===== src/rtl/round_pipe.sv =====
// Two-stage handshaked rounding pipeline: stage 1 decides the increment,
// stage 2 applies it, handles mantissa carry, overflow and special operands.
module round_pipe #(
  parameter int unsigned SIG_BITS = 32,
  parameter int unsigned FRA_BITS = 23,
  parameter int unsigned EXP_BITS = 8,
  parameter int unsigned FRM_BITS = 3
) (
  input  logic                clk,
  input  logic                rst_n,
  input  logic                in_valid,
  output logic                in_ready,
  input  logic [SIG_BITS-1:0] in_sig,
  input  logic [EXP_BITS-1:0] in_exp,
  input  logic                in_sign,
  input  logic [FRM_BITS-1:0] in_frm,
  input  logic                flush,
  output logic                out_valid,
  input  logic                out_ready,
  output logic [SIG_BITS-1:0] out_sig,
  output logic [EXP_BITS-1:0] out_exp,
  output logic                out_sign,
  output logic                out_nx,
  output logic                out_of
);

  localparam int unsigned KW = FRA_BITS + 1;
  localparam int unsigned LW = SIG_BITS - KW;

  localparam logic [FRM_BITS-1:0] FRM_RNE = FRM_BITS'(0);
  localparam logic [FRM_BITS-1:0] FRM_RDN = FRM_BITS'(2);
  localparam logic [FRM_BITS-1:0] FRM_RUP = FRM_BITS'(3);
  localparam logic [FRM_BITS-1:0] FRM_RMM = FRM_BITS'(4);

  logic                rdy_en;
  logic                s1_valid;
  logic                s1_load;
  logic                s2_load;
  logic                in_fire;
  logic [KW-1:0]       s1_k;
  logic [EXP_BITS-1:0] s1_exp;
  logic                s1_sign;
  logic                s1_inc;
  logic                s1_nx;
  logic                s1_special;

  logic [KW-1:0]       k_in;
  logic                l_in;
  logic                r_in;
  logic                s_in;
  logic                inc_c;

  logic [KW:0]         sum_c;
  logic [EXP_BITS-1:0] exp_inc_c;
  logic [KW-1:0]       nxt_k_c;
  logic [EXP_BITS-1:0] nxt_exp_c;
  logic                nxt_nx_c;
  logic                nxt_of_c;

  assign k_in = in_sig[SIG_BITS-1 -: KW];
  assign l_in = k_in[0];
  assign r_in = in_sig[LW-1];
  assign s_in = |in_sig[LW-2:0];

  // Increment decision per rounding mode; reserved codes behave as RTZ
  always_comb begin
    inc_c = 1'b0;
    case (in_frm)
      FRM_RNE: inc_c = r_in & (s_in | l_in);
      FRM_RDN: inc_c = in_sign & (r_in | s_in);
      FRM_RUP: inc_c = !in_sign & (r_in | s_in);
      FRM_RMM: inc_c = r_in;
      default: inc_c = 1'b0;
    endcase
  end

  assign s2_load  = !out_valid | out_ready;
  assign s1_load  = !s1_valid | s2_load;
  assign in_ready = rdy_en & s1_load;
  assign in_fire  = in_valid & in_ready & !flush;

  // in_ready stays low until the first edge after reset release
  always_ff @(posedge clk or negedge rst_n) begin
    if (!rst_n) rdy_en <= 1'b0;
    else        rdy_en <= 1'b1;
  end

  always_ff @(posedge clk or negedge rst_n) begin
    if (!rst_n) begin
      s1_valid   <= 1'b0;
      s1_k       <= '0;
      s1_exp     <= '0;
      s1_sign    <= 1'b0;
      s1_inc     <= 1'b0;
      s1_nx      <= 1'b0;
      s1_special <= 1'b0;
    end else if (flush) begin
      s1_valid <= 1'b0;
    end else if (s1_load) begin
      s1_valid <= in_fire;
      if (in_fire) begin
        s1_k       <= k_in;
        s1_exp     <= in_exp;
        s1_sign    <= in_sign;
        s1_inc     <= inc_c;
        s1_nx      <= r_in | s_in;
        s1_special <= (in_exp == '1);
      end
    end
  end

  // Apply increment; a carry out renormalises and may overflow to Inf
  always_comb begin
    sum_c     = {1'b0, s1_k} + (KW+1)'(s1_inc);
    exp_inc_c = s1_exp + EXP_BITS'(1);
    nxt_k_c   = sum_c[KW-1:0];
    nxt_exp_c = s1_exp;
    nxt_nx_c  = s1_nx;
    nxt_of_c  = 1'b0;
    if (s1_special) begin
      nxt_k_c  = s1_k;
      nxt_nx_c = 1'b0;
    end else if (sum_c[KW]) begin
      nxt_k_c   = {1'b1, {(KW-1){1'b0}}};
      nxt_exp_c = exp_inc_c;
      if (exp_inc_c == '1) begin
        nxt_of_c = 1'b1;
        nxt_nx_c = 1'b1;
      end
    end
  end

  always_ff @(posedge clk or negedge rst_n) begin
    if (!rst_n) begin
      out_valid <= 1'b0;
      out_sig   <= '0;
      out_exp   <= '0;
      out_sign  <= 1'b0;
      out_nx    <= 1'b0;
      out_of    <= 1'b0;
    end else if (flush) begin
      out_valid <= 1'b0;
    end else if (s2_load) begin
      out_valid <= s1_valid;
      if (s1_valid) begin
        out_sig  <= {nxt_k_c, {LW{1'b0}}};
        out_exp  <= nxt_exp_c;
        out_sign <= s1_sign;
        out_nx   <= nxt_nx_c;
        out_of   <= nxt_of_c;
      end
    end
  end

endmodule


===== config.mk =====
export PLATFORM = sky130hd
export DESIGN_NAME = round_pipe
export DESIGN_NICKNAME = d
export VERILOG_FILES = /design/src/rtl/round_pipe.sv
export SDC_FILE = /design/constraint.sdc
export NUM_CORES = 1
export LEC_CHECK = 0
export BUFFER_PORTS_ARGS = -buffer_cell sky130_fd_sc_hd__buf_2
export CORE_ASPECT_RATIO = 0.8
export CORE_MARGIN = 8
export CORE_UTILIZATION = 40
export CTS_CLUSTER_SIZE = 40
export DETAILED_ROUTE_END_ITERATION = 10
export PLACE_DENSITY = 0.66
export SLEW_MARGIN = 20
export SYNTH_ARGS = -nofsm -noshare
export SYNTH_HDL_FRONTEND = slang
export SYNTH_SLANG_ARGS = --single-unit

===== constraint.sdc =====
create_clock -name clk -period 1.96 [get_ports clk]
set_input_delay 0.294 -clock clk [delete_from_list [all_inputs] [get_ports clk]]
set_output_delay 0.294 -clock clk [all_outputs]
set_load 0.005 [all_outputs]

==> reports/results.ini <==
[worst_setup_path]
cp.arrival_ps = 2100
regToRegEndpoint = out_of
crit_slowest_cell = sky130_fd_sc_hd__or4_4
cells_along_the_critical_path = ha_1 > ha_2 > nand2_2 > nor2_2 > nand3_1 > or4_4 > nand2_1
timing.critical_path.required_ps = 2230
r2r_start = s1_k[0]
worst_path_dominant_cell_family = simple AND/OR/NAND/NOR gates
slowest_delay_ps = 560
critPathBufInv = 0
critical_setup_path_class = register to register
r2r_slack_ps = 130
crit_path_start_kind = register
maximum_fanout_along_the_worst_path = 4
nature_of_the_critical_path_endpoint = register
cp-startpoint = s1_k[0]
worst-r2r-cell-count = 7

[drt]
firstDrtPassIters = 5
detail_route.iter0.violations = 171
wl_mm = 9.08
viasPerCell = 5.05
vias = 2872
route.detailed.drc = 0
route.antenna.remaining_nets = 0
avgRoutedWirePerCell_um = 15.9

[run]
max_cap_violations = 0

[floorplan]
rows = 31
initial_core_util_pct = 40.6
ioPinCount = 94
die_x_um = 122
core_area_um2 = 8920
fp.dieArea_um2 = 12400
die_h_um = 101

[global_routing]
track_usage_pct = 15.4
grt_overflow = 0
grt_max_degree = 75
grt_first_pass_wirelength_mm = 14.9
antenna_found_initial = 0
first_global_vias = 3038

[sta]
final.min_clock_period_ps = 1830
finalHoldViolations = 0
max_clock_freq_ghz = 0.545
setup-violations-final = 0
setup_tns_ps = 0
layout_worst_path_cycle_share_pct = 93.6
slew_viol_final = 0
clock-skew-final_ps = 6.82
layout_setup_ws_ps = 126

[cells_and_area]
syn2layout_area_growth_pct = 30.9
post_route_cells_drive_above_1_share_pct = 38.8
fillers = 814
finalCoreUtilization_pct = 53.2
antenna-diode-count = 0
fin_nets = 502

[logic_synthesis]
synth_top_area_share_pct = 51.1
synth_top_cell_by_area = sky130_fd_sc_hd__dfrtp_1
ys_dominant_reg_cell = sky130_fd_sc_hd__dfrtp_1
synth-seq-area-share_pct = 51.1
postSynth.asyncResetShare_pct = 100
synthMostInstantiatedCell = sky130_fd_sc_hd__dfrtp_1
yosysUniqueCellTypes = 38
ys_seq_elements = 74
post_synth.cell_area_avg_um2 = 10.6
post_synth_edffs = 0
synthesis.area_um2 = 3620
synthTopCellsByCount = sky130_fd_sc_hd__dfrtp_1, sky130_fd_sc_hd__nand2_1, sky130_fd_sc_hd__mux2_2, sky130_fd_sc_hd__o21ai_0, sky130_fd_sc_hd__nand3_1
synthesis.instances = 343
synth_top_cells_by_area = sky130_fd_sc_hd__dfrtp_1, sky130_fd_sc_hd__mux2_2, sky130_fd_sc_hd__nand2_1
synth_warnings = 0

[place]
place_hpwl_mm = 6.70
gpl.final_weighted_congestion = 0.785
io_buffers = 85
place_worst_setup_slack_ps = -63.5

[clock_tree]
cts-buffers-inserted = 9
cts_root_buffer = sky130_fd_sc_hd__clkbuf_16
clk_path_buf_depth = 2
clock_insertion_delay_worst_skew_ps = 340
clkTransAtPathRegs_ps = 60
cts_max_level = 3
cts_tree = built
clock_sinks = 74

[power]
leakage_uw = 0.00219
worst_ir_drop_vdd_mv = 0.661
power_density_relative_to_cell_area_nw_per_um2 = 1050
power.total_uw = 5000

[hold_path]
min_path_cells = 2
timing.hold.worst_endpoint = out_valid
worstHoldStart = flush
min-delay-path-class = input pin to register

[status]
status = completed

==> how the worst max path moves through the flow <==
stage	slack [ps]	depth (start not counted)	endpoint
floorplan	130	7	out_exp[7]
global placement	40	7	out_exp[7]
detailed placement	-60	7	out_exp[7]
CTS	40	8	out_sig[30]
global route	-10	7	out_sig[30]
finish	130	7	out_of
==> power by group <==
| part | leakage (µW) | switching, µW | internal [µW] |
|---|---|---|---|
| combinational | 0.00111 | 449 | 496 |
| clock | 0.000176 | 616 | 1310 |
| sequential | 0.000904 | 277 | 1860 |
==> what timing repair did <==
action	CTS	global route
endpoints found under the hold margin	4	0
hold buffers	1	0
buffers inserted	1	0
setup endpoints to repair	2	22
pin swaps	1	1
resized for setup	2	10
==> state kept, by name (all words and copies together), names as in the netlist, 8 cells and up <==
signal	flops
s1_k	24
out_sig	24
out_exp	8
s1_exp	8
==> through the flow <==
stage               cells  hold slack, ps  instance area [µm²]
floorplan             350           -1.59                 3650
global route          569             182                 4740
CTS                   569             164                 4690
global placement      551             355                 4320
detailed placement    551             354                 4320
finish                569             177                 4740
==> final cells by class <==
cell class | instances | area (µm²) | share of cell area, %
tap | 115 | 144 | 3.03
clock inverter | 5 | 100 | 2.11
sequential | 74 | 1850 | 39.1
inverter | 2 | 7.51 | 0.158
multi-input combinational | 252 | 1730 | 36.4
clock buffer | 11 | 253 | 5.33
timing repair buffer | 110 | 657 | 13.9
==> cell usage in the layout (no fill, tap or decap), types with 2 or more instances in the layout <==
cell type	count
sky130_fd_sc_hd__a211oi_1	2
sky130_fd_sc_hd__a21oi_1	8
sky130_fd_sc_hd__and3_1	6
sky130_fd_sc_hd__buf_12	3
sky130_fd_sc_hd__buf_2	85
sky130_fd_sc_hd__buf_4	20
sky130_fd_sc_hd__bufinv_16	3
sky130_fd_sc_hd__clkbuf_16	9
sky130_fd_sc_hd__clkbuf_8	2
sky130_fd_sc_hd__clkinv_2	2
sky130_fd_sc_hd__conb_1	9
sky130_fd_sc_hd__dfrtp_1	73
sky130_fd_sc_hd__ha_1	3
sky130_fd_sc_hd__inv_1	2
sky130_fd_sc_hd__mux2_2	33
sky130_fd_sc_hd__nand2_1	47
sky130_fd_sc_hd__nand3_1	21
sky130_fd_sc_hd__nand3b_1	2
sky130_fd_sc_hd__nand4_1	8
sky130_fd_sc_hd__nand4b_1	2
sky130_fd_sc_hd__nor2_1	16
sky130_fd_sc_hd__nor2b_1	3
sky130_fd_sc_hd__nor3_1	3
sky130_fd_sc_hd__nor3_2	2
sky130_fd_sc_hd__nor3b_1	2
sky130_fd_sc_hd__nor4_1	4
sky130_fd_sc_hd__nor4_4	3
sky130_fd_sc_hd__o21ai_0	23
sky130_fd_sc_hd__o31ai_1	6
sky130_fd_sc_hd__xnor2_1	11
sky130_fd_sc_hd__xor2_1	20
==> metal layers <==
metal	share of wire [%]	vias up	GRT usage, %
li1	-	1398	-
met1	46	1384	19.3
met2	46	80	23.9
met3	6.8	10	5.77
met4	1.4	0	5.61
met5	0	-	0
==> cells by family (layout without fill, tap and decap cells) <==
| logic type | Yosys count | count (layout) | share of synthesized area [%] |
|---|---|---|---|
| AO/OA/AOI/OAI | 41 | 41 | 6.42 |
| flip-flops | 74 | 74 | 51.1 |
| multiplexers | 33 | 33 | 10.3 |
| buffers and inverters | 24 | 128 | 3.45 |
| AND/OR/NAND/NOR | 134 | 134 | 19.7 |
| other | 2 | 9 | 0.207 |
| adder cells (fa/ha/maj) | 4 | 4 | 1.38 |
| XOR/XNOR | 31 | 31 | 7.50 |
Power figures use the tool's default switching activity.
